<file path="src/rtl/adc_gpio_bridge_if.sv">
// SoC GPIO command/response pair plus the ADC128S022-style SPI pins.
// The bridge owns the slave side; the SoC/board side drives the master side.
interface adc_gpio_bridge_if;
    logic [9:0] gpio_cmd;
    logic [9:0] gpio_rsp;
    logic       adc_cs_n;
    logic       adc_sclk;
    logic       adc_din;
    logic       adc_dout;

    modport slave (
        input  gpio_cmd,
        input  adc_dout,
        output gpio_rsp,
        output adc_cs_n,
        output adc_sclk,
        output adc_din
    );

    modport master (
        output gpio_cmd,
        output adc_dout,
        input  gpio_rsp,
        input  adc_cs_n,
        input  adc_sclk,
        input  adc_din
    );
endinterface

</file>
<file path="src/rtl/adc_gpio_bridge.sv">
// GPIO-commanded ADC128S022 SPI reader with a 4-phase req/ack handshake.
// SPI pins are registered so SCLK/CS_N never glitch.
module adc_gpio_bridge #(
    parameter int unsigned CLK_DIV    = 25,
    parameter bit          DUAL_FRAME = 1'b1
) (
    input  logic             clk_clk,
    input  logic             reset_reset,
    adc_gpio_bridge_if.slave bus
);

    typedef enum logic [2:0] {
        IDLE, CS_SETUP, SHIFT, CS_HOLD, DONE, WAIT_REL
    } state_t;

    localparam logic [7:0] HALF_LAST = 8'(CLK_DIV - 1);

    state_t      state, state_n;
    logic [7:0]  hcnt, hcnt_n;
    logic [3:0]  bcnt, bcnt_n;
    logic        hi, hi_n;
    logic        second, second_n;
    logic [2:0]  chan, chan_n;
    logic [11:0] rx, rx_n;
    logic [11:0] result, result_n;
    logic        ack, ack_n;
    logic        busy, busy_n;
    logic        cs_n, cs_n_n;
    logic        sclk, sclk_n;
    logic        din, din_n;

    logic        req;
    logic        half_end;
    logic [15:0] frame;
    logic [3:0]  bit_nx;
    logic        din_nx;
    logic [7:0]  data;
    logic        unused_cmd;

    assign req        = bus.gpio_cmd[9];
    assign half_end   = (hcnt == HALF_LAST);
    assign frame      = {2'b00, chan, 11'b0};
    assign bit_nx     = bcnt + 4'd1;
    assign din_nx     = frame[4'd15 - bit_nx];
    assign unused_cmd = ^bus.gpio_cmd[7:3];

    always_comb begin
        state_n  = state;
        hcnt_n   = hcnt;
        bcnt_n   = bcnt;
        hi_n     = hi;
        second_n = second;
        chan_n   = chan;
        rx_n     = rx;
        result_n = result;
        ack_n    = ack;
        busy_n   = busy;
        cs_n_n   = 1'b1;
        sclk_n   = 1'b1;
        din_n    = din;
        unique case (state)
            IDLE: begin
                din_n = 1'b0;
                // Request is latched first; the frame starts one edge later.
                if (busy) begin
                    state_n = CS_SETUP;
                    hcnt_n  = 8'd0;
                    cs_n_n  = 1'b0;
                    din_n   = frame[15];
                end else if (req) begin
                    busy_n = 1'b1;
                    chan_n = bus.gpio_cmd[2:0];
                end
            end
            CS_SETUP: begin
                cs_n_n = 1'b0;
                if (half_end) begin
                    state_n = SHIFT;
                    hcnt_n  = 8'd0;
                    bcnt_n  = 4'd0;
                    hi_n    = 1'b0;
                    sclk_n  = 1'b0;
                end else begin
                    hcnt_n = hcnt + 8'd1;
                end
            end
            SHIFT: begin
                cs_n_n = 1'b0;
                sclk_n = hi;
                if (!half_end) begin
                    hcnt_n = hcnt + 8'd1;
                end else begin
                    hcnt_n = 8'd0;
                    if (!hi) begin
                        // Last cycle of the low half: SCLK rises here.
                        hi_n   = 1'b1;
                        sclk_n = 1'b1;
                        rx_n   = {rx[10:0], bus.adc_dout};
                    end else if (bcnt == 4'd15) begin
                        state_n = CS_HOLD;
                        bcnt_n  = 4'd0;
                        hi_n    = 1'b0;
                        cs_n_n  = 1'b1;
                    end else begin
                        bcnt_n = bit_nx;
                        hi_n   = 1'b0;
                        sclk_n = 1'b0;
                        din_n  = din_nx;
                    end
                end
            end
            CS_HOLD: begin
                if (half_end) begin
                    hcnt_n = 8'd0;
                    if (DUAL_FRAME && !second) begin
                        state_n  = CS_SETUP;
                        second_n = 1'b1;
                        cs_n_n   = 1'b0;
                        din_n    = frame[15];
                    end else begin
                        state_n  = DONE;
                        second_n = 1'b0;
                    end
                end else begin
                    hcnt_n = hcnt + 8'd1;
                end
            end
            DONE: begin
                din_n    = 1'b0;
                result_n = rx;
                busy_n   = 1'b0;
                if (req) begin
                    ack_n   = 1'b1;
                    state_n = WAIT_REL;
                end else begin
                    state_n = IDLE;
                end
            end
            WAIT_REL: begin
                if (!req) begin
                    ack_n   = 1'b0;
                    state_n = IDLE;
                end
            end
            default: state_n = IDLE;
        endcase
    end

    always_ff @(posedge clk_clk) begin
        if (reset_reset) begin
            state  <= IDLE;
            hcnt   <= 8'd0;
            bcnt   <= 4'd0;
            hi     <= 1'b0;
            second <= 1'b0;
            chan   <= 3'd0;
            rx     <= 12'h000;
            result <= 12'h000;
            ack    <= 1'b0;
            busy   <= 1'b0;
            cs_n   <= 1'b1;
            sclk   <= 1'b1;
            din    <= 1'b0;
        end else begin
            state  <= state_n;
            hcnt   <= hcnt_n;
            bcnt   <= bcnt_n;
            hi     <= hi_n;
            second <= second_n;
            chan   <= chan_n;
            rx     <= rx_n;
            result <= result_n;
            ack    <= ack_n;
            busy   <= busy_n;
            cs_n   <= cs_n_n;
            sclk   <= sclk_n;
            din    <= din_n;
        end
    end

    assign data = bus.gpio_cmd[8] ? {4'b0000, result[11:8]} : result[7:0];

    assign bus.gpio_rsp = {ack, busy, data};
    assign bus.adc_cs_n = cs_n;
    assign bus.adc_sclk = sclk;
    assign bus.adc_din  = din;

endmodule
</file>
<file path="src/flat_wrapper.sv">
// flat-port wrapper written by rule: the top's interface ports become plain ports
module adc_gpio_bridge_flat 
#(
    parameter int unsigned CLK_DIV    = 25,
    parameter bit          DUAL_FRAME = 1'b1
)
  (clk_clk, reset_reset, bus_gpio_cmd, bus_adc_dout, bus_gpio_rsp, bus_adc_cs_n, bus_adc_sclk, bus_adc_din);
  adc_gpio_bridge_if bus_i ();
  input  logic clk_clk;
  input  logic reset_reset;
  input wire logic [$bits(bus_i.gpio_cmd)-1:0] bus_gpio_cmd;
  input wire logic [$bits(bus_i.adc_dout)-1:0] bus_adc_dout;
  output wire logic [$bits(bus_i.gpio_rsp)-1:0] bus_gpio_rsp;
  output wire logic [$bits(bus_i.adc_cs_n)-1:0] bus_adc_cs_n;
  output wire logic [$bits(bus_i.adc_sclk)-1:0] bus_adc_sclk;
  output wire logic [$bits(bus_i.adc_din)-1:0] bus_adc_din;
  assign bus_i.gpio_cmd = bus_gpio_cmd;
  assign bus_i.adc_dout = bus_adc_dout;
  assign bus_gpio_rsp = bus_i.gpio_rsp;
  assign bus_adc_cs_n = bus_i.adc_cs_n;
  assign bus_adc_sclk = bus_i.adc_sclk;
  assign bus_adc_din = bus_i.adc_din;
  adc_gpio_bridge #(.CLK_DIV(CLK_DIV), .DUAL_FRAME(DUAL_FRAME)) u_core (.clk_clk(clk_clk), .reset_reset(reset_reset), .bus(bus_i));
endmodule
</file>
<file path="config.mk">
export PLATFORM = sky130hd
export DESIGN_NAME = adc_gpio_bridge_flat
export DESIGN_NICKNAME = d
export VERILOG_FILES = /design/src/rtl/adc_gpio_bridge_if.sv /design/src/rtl/adc_gpio_bridge.sv /design/src/flat_wrapper.sv
export SDC_FILE = /design/constraint.sdc
export NUM_CORES = 1
export LEC_CHECK = 0
export ABC_CLOCK_PERIOD_IN_PS = 3900
export CAP_MARGIN = 20
export CORE_AREA = 4 4 95 97
export CTS_BUF_LIST = sky130_fd_sc_hd__clkbuf_4
export CTS_CLUSTER_SIZE = 30
export DETAILED_ROUTE_END_ITERATION = 8
export DIE_AREA = 0 0 99 101
export GPL_TIMING_DRIVEN = 0
export PLACE_DENSITY = 0.51
export SLEW_MARGIN = 20
export SYNTH_ARGS = -nofsm -noshare
export SYNTH_HDL_FRONTEND = slang
export SYNTH_SLANG_ARGS = --single-unit
</file>
<file path="constraint.sdc">
create_clock -name clk_clk -period 3.9 [get_ports clk_clk]
set_input_delay 0.78 -clock clk_clk [delete_from_list [all_inputs] [get_ports clk_clk]]
set_output_delay 0.78 -clock clk_clk [all_outputs]
set_load 0.005 [all_outputs]
</file>
# ---- After elaboration in Yosys (flattened, before gate mapping)
# Index checks and enable logic that the tools add are counted.
dict set report word_totals {
  reg_bits 49
  out_inout_bits 13
}
dict set report classes {
  add_sub_neg 3
  magnitude_cmp 1
  n_eq_ne 17
  mux 49
  n_bitwise 2
  n_reduce_logical 17
}
# op n
set op_table {}
lappend op_table {{3-bit 2-to-1 mux} 9}
lappend op_table {{8-bit 2-to-1 mux} 3}
lappend op_table {{1-bit 2-to-1 mux} 23}
lappend op_table {{3-bit case mux with 6 select lines} 1}
lappend op_table {{4-bit 2-to-1 mux} 4}
lappend op_table {{8-bit case mux with 2 select lines} 1}
lappend op_table {{2-bit by 1-bit != test with 1-bit output, second input constant} 6}
lappend op_table {{3-bit AND reduction} 4}
lappend op_table {{8-bit by 1-bit adder with 8-bit output, second input constant} 1}
lappend op_table {{8-bit by 5-bit == test with 1-bit output, second input constant} 1}
lappend op_table {{2-bit != test, second input constant} 4}
lappend op_table {{1-bit case mux with 2 select lines} 4}
lappend op_table {{4-bit case mux with 2 select lines} 1}
lappend op_table {{2-bit nonzero test} 4}
lappend op_table {{7-bit AND reduction} 1}
lappend op_table {{3-bit by 2-bit == test with 1-bit output, second input constant} 2}
lappend op_table {{3-bit == test, second input constant} 2}
lappend op_table {{6-bit AND reduction} 1}
lappend op_table {{4-bit by 5-bit < comparator with 1-bit output, second input constant} 1}
lappend op_table {{4-bit by 1-bit adder with 4-bit output, second input constant} 1}
lappend op_table {{1-bit binary-select mux with 4-bit select} 1}
lappend op_table {{4-bit == test, second input constant} 1}
lappend op_table {{1-bit case mux with 4 select lines} 1}
lappend op_table {{2-bit AND reduction} 2}
lappend op_table {{other kinds (9)} 10}

# ---- Longest topological paths before layout
# Gate-level depths: netlist (run 1).
dict set report depth {
  ltp_word 8
  ltp_mapped 8
  mapped_depth_nobuf 6
}

# ---- Least setup slack after synthesis (run 1)
# OpenSTA, ideal clock, no wires.
dict set report synth_path {
  path_type {input -> output}
  startpoint {in bus_gpio_cmd[8]}
  endpoint {out bus_gpio_rsp[0]}
  arrival_time_ps 1388
  slack_ps 1732
  cell_stages 2
  path_buffers 1
  path_cell_list {clkbuf_1 -> mux2_2}
}
dict set report synth_between {
  elab_chain_cells 1
}
# element line_no
set synth_rtl {}
lappend synth_rtl {{from (decl)} flat_wrapper.sv:11} ;# input wire logic [$bits(bus_i.gpio_cmd)-1:0] bus_gpio_cmd;
lappend synth_rtl {{8-bit 2-to-1 mux} adc_gpio_bridge.sv:181} ;# assign data = bus.gpio_cmd[8] ? {4'b0000, result[11:8]} : result[7:0];
lappend synth_rtl {{to (decl)} flat_wrapper.sv:13} ;# output wire logic [$bits(bus_i.gpio_rsp)-1:0] bus_gpio_rsp;
# No other way between the ends.

# ---- Worst setup path after layout (run 1)
dict set report layout_path {
  startpoint {in bus_gpio_cmd[8]}
  endpoint {out bus_gpio_rsp[3]}
}
# Same word-level chain as after synthesis.

==> results of run 1 <==
[power breakdown]
part	leakage (nW)	internal (mW)	switching (mW)
Clock	0.0558	0.202	0.168
Sequential	0.396	0.528	0.0223
Combinational	0.643	0.134	0.213
[cell families after synthesis]
family,count (synthesis),share of synthesized area (%)
AOI/OAI and AO/OA,61,17.76
DFF,49,41.07
xor gates and xnor gates,3,1.100
muxes,22,9.429
adders and majority gates,3,1.572
buffers and inverters,25,5.448
and+or+nand+nor,111,23.62
[how the worst min path moves through the flow]
| stage | end | startpoint | depth (start not counted) |
|---|---|---|---|
| floorplan | u_core.result[11] | u_core.rx[11] | 2 |
| CTS | u_core.result[3] | u_core.result[3] | 2 |
| global route | u_core.result[11] | u_core.result[11] | 2 |
| global placement | u_core.result[4] | u_core.result[4] | 2 |
| detailed placement | u_core.result[3] | u_core.result[3] | 2 |
| finish | u_core.result[4] | u_core.result[4] | 2 |
[metal layers]
metal | up-vias | routed length [um]
li1 | 1034 | -
met1 | 956 | 2696
met2 | 37 | 2482
met3 | 8 | 211
met4 | 0 | 68
met5 | - | 0
[flip-flops by register name, summed over array words and instances (netlist names)]
name                 flops
u_core.chan              3
u_core.ack               1
u_core.result           12
u_core.state             3
u_core.rx               12
u_core.second            1
u_core.busy              1
u_core.hi                1
u_core.bus.adc_cs_n      1
u_core.bus.adc_din       1
u_core.bcnt              4
u_core.bus.adc_sclk      1
u_core.hcnt              8
[placed cells by master, fill, tap and decap left out, drive strengths merged, types with 2 or more instances in the layout]
cell,Yosys,final
dfxtp,49,49
nand2,34,34
nor2,26,26
a21oi,23,23
clkdlybuf4s50,0,19
mux2i,18,18
clkbuf,13,18
nand3,9,9
buf,8,8
nor3,7,7
o21ai,6,6
nand3b,6,6
nor2b,5,5
a311oi,5,5
nand2b,5,5
inv,4,5
mux2,4,4
and3,4,4
a41oi,3,3
a21o,3,3
a31oi,3,3
ha,3,3
and4b,2,2
nand4b,2,2
o211a,2,2
a2111o,2,2
xor2,2,2
nor3b,2,2
and2,2,2
o32ai,2,2
nand4,2,2
o31ai,2,2
bufinv,0,2
[final cells by class]
| type | count | area, um2 |
|---|---|---|
| clock inverter | 3 | 68.82 |
| clock buffer | 5 | 37.54 |
| fill | 856 | 5318 |
| buffer | 21 | 115.1 |
| tap | 105 | 131.4 |
| sequential | 49 | 980.9 |
| inverter | 4 | 15.01 |
| timing repair buffer | 19 | 190.2 |
| multi-input combinational | 200 | 1277 |
[worst min-delay path, cell delays in order, from the launching register on]
cell     delay [ps]
dfxtp_1         330
nand2_1          50
a21oi_1          50
[stage by stage]
stage / hold slack, ps / total power [mW] / setup slack [ps]
4_1_cts: 467.3 / 1.280 / 1213
3_3_place_gp: 443.7 / 0.9100 / 1209
5_1_grt: 485.4 / 1.345 / 1153
2_1_floorplan: 431.5 / 0.8089 / 1732
6_report: 464.0 / 1.267 / 1240
3_5_place_dp: 447.4 / 0.9053 / 1220
==> out/metrics.cfg, run 1 <==
[outcome]
status = complete, no violations

[cells_and_area]
drive_gt1_share_pct = 8.638
diodes = 0
final_area_mm2 = 0.002816
nNetsFinal = 316
stdcell_count = 406
syn2layout_area_growth_pct = 17.92
fin_util_pct = 34.63

[die]
design.die.area_mm2 = 0.009999
die_w_um = 99
std_cell_rows = 33
ioPinCount = 26
start_util_pct = 29.36
core_area_mm2 = 0.008134
die_h_um = 101

[sta]
finClkSkew_ps = 4.107
layout_min_cycle_time_ps = 2660
grt_setup_unrepaired = no
setup_viol = 0
setup_tns_ps = 0
clock.fmax_mhz = 376.0
hold_viol = 0
report.final.slew_viol_count = 0
finalCritPeriodShare_pct = 68.20
slew_headroom_pct = 53.54
tightest_slew_ps = 689.6

[logic_synthesis]
yosys_warnings = 0
yosysSeqAreaShare_pct = 41.07
synthFlopType = dfxtp_1
yosys-top-cells-area = dfxtp_1 41%, mux2i_1 7.5%, nand2_1 5.3%
synthTopCellsByCount = 49 x dfxtp_1, 34 x nand2_1, 26 x nor2_1
synth_async_sr_flop_share_pct = 0
syn_area_mm2 = 0.002389
avgSynthCellArea_um2 = 8.717
yosysTopAreaCell = dfxtp_1
synth-seq-cells = 49
synth_edf_count = 0
synth_top_area_share_pct = 41.07
synthCells = 274
synth.most_common_cell = dfxtp_1
synthesis.nets = 290
synthDistinctLibCells = 50

[global_routing]
grt_pass1_wl_um = 9135
use_met2_pct = 17.46
top_usage_layer = met2
grt_max_degree = 17
track_usage_pct = 11.22
use_met1_pct = 15.43
grt_antenna_before_repair = 0
grt_pass1_vias = 1823
met3_usage_pct = 2.491
gr-total-overflow = 0

[critical_path]
cp.depth = 3
crit_slowest_cell = clkdlybuf4s50_1
reg2reg_from = u_core.hcnt[0]
start_kind = input port
critical_path.reg2reg.endpoint = u_core.hcnt[7]
end_kind = output pin
cp_max_fo = 8
critical_path.top_delay_family = buffers and inverters
reg2reg_slack_ps = 1780
cp-startpoint = bus_gpio_cmd[8]
crit_chain = clkbuf_1, mux2_2, clkdlybuf4s50_1
critPathKind = input port to output pin
cp.required_ps = 3120
cp.arrival_ps = 1880
r2r_cells = 8
cp_num_buf_inv = 2
max_stage_delay_ps = 440
crit_path_end = bus_gpio_rsp[3]

[routing]
dr.pass1.iters = 4
vias_per_cell = 5.012
drc_errors = 0
drt_first_iter_violations = 106
ant_nets = 0
wl_per_cell_um = 13.44
vias = 2035
wirelength_um = 5458

[place]
hpwl_um = 3986
placed_area_mm2 = 0.002710
place_congestion = 0.8215
placed_cells = 398
io_buffers = 19

[cts]
cts.sinks = 49
cts_root_buf = clkbuf_4
cts_setup_buffers = 0
cts_buffers = 5
cts_tree = yes
clk_pin_slew_ps = 150
hold_buffers = 0
cts_resized = 0
htreeDepth = 2
clk_latency_ps = 360
cts.path.max_buffers = 2

[power]
vdd_drop_max_uv = 171.8
power_density_mw_per_mm2 = 449.8
power_leakage_nw = 1.095

[flow_run]
drv_cap = 0

[worst_hold_path]
hold_class = flop to flop

Power figures use the tool's default switching activity.
==> run 2: changes to the inputs <==
--- a/config.mk
+++ b/config.mk
@@ -5,7 +5,7 @@
 export SDC_FILE = /design/constraint.sdc
 export NUM_CORES = 1
 export LEC_CHECK = 0
-export ABC_CLOCK_PERIOD_IN_PS = 3900
+export ABC_CLOCK_PERIOD_IN_PS = 2750
 export CAP_MARGIN = 20
 export CORE_AREA = 4 4 95 97
 export CTS_BUF_LIST = sky130_fd_sc_hd__clkbuf_4
==> constraint.sdc (replaced) <==
create_clock -name clk_clk -period 2.75 [get_ports clk_clk]
set_input_delay 0.55 -clock clk_clk [delete_from_list [all_inputs] [get_ports clk_clk]]
set_output_delay 0.55 -clock clk_clk [all_outputs]
set_load 0.005 [all_outputs]
==> results of run 2 <==
Same layout as run 1 (identical final DEF). Status: complete, no violations.
Main changes from that run: setup slack after placement 1220 ps -> 404.6 ps; setup slack after layout 1240 ps -> 550.2 ps; register-to-register setup slack 1780 ps -> 630 ps; total power 1.267 mW -> 1.797 mW; worst IR drop on VDD 171.8 uV -> 243.6 uV
==> run 3: changes to the inputs <==
--- a/config.mk
+++ b/config.mk
@@ -5,7 +5,7 @@
 export SDC_FILE = /design/constraint.sdc
 export NUM_CORES = 1
 export LEC_CHECK = 0
-export ABC_CLOCK_PERIOD_IN_PS = 2750
+export ABC_CLOCK_PERIOD_IN_PS = 2000
 export CAP_MARGIN = 20
 export CORE_AREA = 4 4 95 97
 export CTS_BUF_LIST = sky130_fd_sc_hd__clkbuf_4
@@ -13,7 +13,7 @@
 export DETAILED_ROUTE_END_ITERATION = 8
 export DIE_AREA = 0 0 99 101
 export GPL_TIMING_DRIVEN = 0
-export PLACE_DENSITY = 0.51
+export PLACE_DENSITY = 0.52
 export SLEW_MARGIN = 20
 export SYNTH_ARGS = -nofsm -noshare
 export SYNTH_HDL_FRONTEND = slang
==> constraint.sdc (replaced) <==
create_clock -name clk_clk -period 2 [get_ports clk_clk]
set_input_delay 0.4 -clock clk_clk [delete_from_list [all_inputs] [get_ports clk_clk]]
set_output_delay 0.4 -clock clk_clk [all_outputs]
set_load 0.005 [all_outputs]
==> run 3 against run 2 <==
Non-clock buffer count grew 5. Final cell count up 1.2%. Power rose by 39%. Hold slack improved by 2.6 ps. Final area is 2.4% higher. Clock power increased by 17%.
==> out/metrics.cfg, run 3 (same netlist as run 1, synthesis figures left out) <==
[die]
std_cell_rows = 33
die_w_um = 99
design.die.area_mm2 = 0.009999
start_util_pct = 29.36
ioPinCount = 26
core_area_mm2 = 0.008134
die_h_um = 101

[sta]
setup_viol = 0
grt_setup_unrepaired = yes
finalCritPeriodShare_pct = 96.13
slew_headroom_pct = 60.32
finalWorstSetupSlack_ps = 77.50
finClkSkew_ps = 7.642
tightest_slew_ps = 590.7
hold_viol = 0
layout_min_cycle_time_ps = 1923
clock.fmax_mhz = 520.2
report.final.slew_viol_count = 0

[global_routing]
track_usage_pct = 11.72
grt_pass1_wl_um = 9632
grt_pass1_vias = 2007
grt_max_degree = 16
grt_antenna_before_repair = 0
gr-total-overflow = 0

[place]
pre_cts_ws_ps = -259.4
place_congestion = 0.8251
io_buffers = 19
placed_area_mm2 = 0.002710
hpwl_um = 3978

[critical_path]
start_kind = flop
critical_path.top_delay_family = compound AO/OA/AOI/OAI gates
cp_num_buf_inv = 2
r2r_cells = 6
crit_chain = clkbuf_1, o21ba_2, a21boi_1, buf_4, a41oi_1, a311oi_1
max_stage_delay_ps = 390
end_kind = flop
crit_slowest_cell = dfxtp_1
cp.arrival_ps = 2200
critical_path.reg2reg.endpoint = u_core.hcnt[6]
cp_max_fo = 10
critPathKind = flop to flop
cp.required_ps = 2280
reg2reg_slack_ps = 80
cp.depth = 6
reg2reg_from = u_core.state[0]

[cells_and_area]
nNetsFinal = 321
top_regs = u_core.result x12, u_core.rx x12, u_core.hcnt x8
regArea_um2 = 992.2
fill_cells = 844
drive_gt1_share_pct = 13.73
syn2layout_area_growth_pct = 20.74
diodes = 0
multi_input_area_mm2 = 0.001314
final_area_mm2 = 0.002884
final_cell_mix = 44 x dfxtp_1, 34 x nand2_1, 25 x nor2_1, 23 x a21oi_1, 19 x clkdlybuf4s50_1
final_common_cell = dfxtp_1

[cts]
clk_pin_slew_ps = 150
cts.path.max_buffers = 2
cts.sinks = 49
cts_buffers = 5
htreeDepth = 2
cts_root_buf = clkbuf_4
hold_buffers = 0
cts_tree = yes
clk_latency_ps = 370

[outcome]
status = complete, no violations

[routing]
vias_per_cell = 4.959
dr.pass1.iters = 4
drt_first_iter_violations = 65
ant_nets = 0
wirelength_um = 5585
drc_errors = 0
vias = 2038
wl_per_cell_um = 13.59

[power]
power_leakage_nw = 1.121
power_density_mw_per_mm2 = 864.2
vdd_drop_max_uv = 393.9
fin_total_pwr_mw = 2.492

[worst_hold_path]
hold_path_startpoint = u_core.result[4]
hold_class = flop to flop
hold_depth = 2
whs_endpoint = u_core.result[4]

[flow_run]
drv_cap = 0

-- run 3: tightest hold or removal path: cells and delay by family (launching register included) --
family	cells	cell delay (ps)
and+or+nand+nor	1	50
AOI/OAI and AO/OA	1	60
DFF	1	330
-- run 3: how the worst max path moves through the flow --
stage                    start              end
2_1_floorplan   u_core.hcnt[0]     u_core.rx[1]
3_3_place_gp   bus_gpio_cmd[9]  u_core.state[0]
3_5_place_dp   bus_gpio_cmd[9]  u_core.state[0]
4_1_cts         u_core.hcnt[0]   u_core.hcnt[6]
5_1_grt        u_core.state[0]   u_core.hcnt[7]
6_report       u_core.state[0]   u_core.hcnt[6]
-- run 3: cell type report --
class	count	area share, %
Clock inverter	2	1.345
Clock buffer	6	1.562
Buffer	20	3.905
Tap cell	105	4.555
Sequential cell	49	34.40
Multi-Input combinational cell	200	45.55
Inverter	4	0.5206
Timing Repair Buffer	25	8.156
-- run 3: power by group --
group / switching (mW) / leakage [nW] / internal [mW]
combinational: 0.460 / 0.676 / 0.345
clock: 0.334 / 0.0459 / 0.280
sequential: 0.0364 / 0.399 / 1.04
-- run 3: layer usage --
metal	GRT usage, %	vias up	routed length, um
li1	-	1041	-
met1	15.50	969	2682
met2	18.96	24	2619
met3	2.699	4	210
met4	3.676	0	74
met5	0	-	0
-- run 3: per-stage QoR --
step	util, %	hold WS [ps]	setup TNS (ps)	cells
6_report	35.46	466.6	0	411
5_1_grt	35.46	490.1	-36.90	411
4_1_cts	34.61	468.8	0	407
3_5_place_dp	33.32	449.0	-2809	398
3_3_place_gp	33.32	444.2	-2607	398
2_1_floorplan	-	431.5	0	274
-- run 3: repair_timing --
action                                  in CTS  in global routing
resized for setup                            6                 14
buffers inserted                             1                  5
gates cloned                                 0                  0
pin swaps                                    0                  1
endpoints found under the hold margin        0                  0
endpoints found under the setup margin      15                 19
==> patch: new RTL, config.mk and constraints of run 2 <==
Encoding of `state_t`: now Gray code (3 bits for 6 states).
--- a/src/rtl/adc_gpio_bridge.sv
+++ b/src/rtl/adc_gpio_bridge.sv
@@ -10,7 +10,7 @@
 );
 
     typedef enum logic [2:0] {
-        IDLE, CS_SETUP, SHIFT, CS_HOLD, DONE, WAIT_REL
+        IDLE = 3'b000, CS_SETUP = 3'b001, SHIFT = 3'b011, CS_HOLD = 3'b010, DONE = 3'b110, WAIT_REL = 3'b111
     } state_t;
 
     localparam logic [7:0] HALF_LAST = 8'(CLK_DIV - 1);
Function: no difference found for any inputs over 10 cycles, from zero or initial values and one cycle with reset_reset high; not proved beyond that.
==> patch against run 2 <==
Cell count grew 1.2%; power is 12% lower; wire length decreased by 4.5%; hold slack worse by 4.0 ps; critical endpoint is now bus_gpio_rsp[1]; largest power group unchanged; setup slack worse by 26 ps; final area shrank 7.0%; count of clock-buffer cells in the layout unchanged; highest routed layer unchanged; sequential cell count is the same; synthesized area down 6.2%.
==> patch: results (changes against run 2) <==
crit-path max FO=8 (unchanged); count of input and output buffers=18 (-1); Worst-path clk slew=170 ps (+20 ps); post_cts resized=0 (unchanged); CP endpoint=bus_gpio_rsp[1]; cell count of the worst reg-to-reg path=8 (unchanged); r2r setup slk=530 ps (-100 ps); post-route insts no fill=411 (+1.2%); 1st-iter DRT viols=94 (-11%); total CTS buffers=5 (unchanged); final net count=321 (+1.6%); Commonest cells post-synth=dfxtp_1 (49), nand2_1 (48), a21oi_1 (37); hpwl dp=3720 um (-6.6%); Seq/Total Area, Yosys=43.8% (+2.7 points); Worst-Skew Late Latency=380 ps (+20 ps); GRT Residual Overflow=0 (unchanged); Setup Skew=19.0 ps (+14.9 ps); wire length of the first global-routing pass=8850 um (-3.2%); share of cells above drive strength 1=6.86% (-1.8 points); largest net degree at the start of global routing=18 (+1); status=finished, final reports clean; postcts setup bufs=0 (unchanged); Clock Path Buffers=2 (unchanged); Arr. time, crit path=1680 ps (+30 ps); mean post-synth cell area=8.00 um^2 (-8.2%); H-tree Lvls=2 (unchanged); Comb pwr share=27.8% (+0.4 points); drt pass-1 iters=4 (unchanged); start point of the critical path=bus_gpio_cmd[8]; Leak Pwr=0.865 nW (-21%); worst vdd ir=0.271 mV (+11%); dpl cells=403 (+1.3%); via count=1928 (-5.3%); RD Place Congestion=0.861 (+4.7%); clock root buffer=clkbuf_4; Synth area leaders=dfxtp_1 (44%), a21oi_1 (8.3%), nand2_1 (8.0%); r2r startpoint=u_core.hcnt[0]; GR Util All Layers=10.8% (-0.37 points); routed len/inst=12.7 um (-5.6%); Slew @ Worst Pin=700 ps (+10.3 ps); asr flop ratio synth=0% (unchanged); Post-Synthesis Net Count=296 (+2.1%); r2r endpoint=u_core.bcnt[3]; Switching Power=0.558 mW (-2.3%); Synth cell types=41 (-18%)
-- patch: cell count changes in the layout (fill, tap and decap cells not counted), sizes merged, moves of 5 or more --
cell	before	now
nand3	9	24
a21oi	23	37
nand2	34	48
mux2i	18	6
nand3b	6	0
xor2	2	8
a311oi	5	0
-- patch: cells by family after synthesis --
kind of cell / count (synthesis) / synth area share (%)
fa+ha+maj: 3 / 1.68
buf+inv: 23 / 4.30
xor+xnor: 10 / 3.91
simple gates: 128 / 27.3
compound gates: 56 / 13.9
flops: 49 / 43.8
mux: 11 / 5.20
-- patch: area by class of cell --
class	count	area (um^2)
clock buffers	5	37.5
flip-flops and latches	49	981
inverters	4	15.0
well taps	105	131
clock inverters	3	25.0
multi-input cells	208	1170
repair buffers	18	180
fillers	907	5510
plain buffers	19	81.3
-- patch: metal layers --
layer	GRT usage (%)	part of all wire [%]	vias to the layer above
li1	-	-	1017
met1	14.2	49	871
met2	17.8	45	35
met3	2.08	4.3	5
met4	3.78	1.2	0
met5	0	0	-
-- patch: power by group through the flow --
stage	logic, mW	clock network (mW)	registers (mW)
global placement	0.440	0	0.795
detailed placement	0.437	0	0.795
finish	0.440	0.364	0.779
CTS	0.440	0.382	0.780
global route	0.491	0.411	0.787
floorplan	0.327	0	0.789
-- patch: worst max-delay path, cell delays in order --
cell and delay (ps):
clkbuf_1 300, mux2_2 380, clkdlybuf4s50_1 440
-- patch: how the worst min path moves through the flow --
stage,start,endpoint,slack (ps),cells after the start
2_1_floorplan,u_core.result[4],u_core.result[4],430,2
3_3_place_gp,u_core.result[4],u_core.result[4],440,2
3_5_place_dp,u_core.result[4],u_core.result[4],440,2
4_1_cts,u_core.result[4],u_core.result[4],470,2
5_1_grt,u_core.result[4],u_core.result[4],490,2
6_report,u_core.result[4],u_core.result[4],460,2
-- patch: per-stage QoR --
step                      setup slack, ps  instance area [um^2]  power [mW]
after CTS                             261                  2610        1.60
final                                 524                  2620        1.58
after global routing                  363                  2620        1.69
after floorplan                       800                  2240        1.12
after detailed placement              268                  2550        1.23
after global placement                287                  2550        1.24
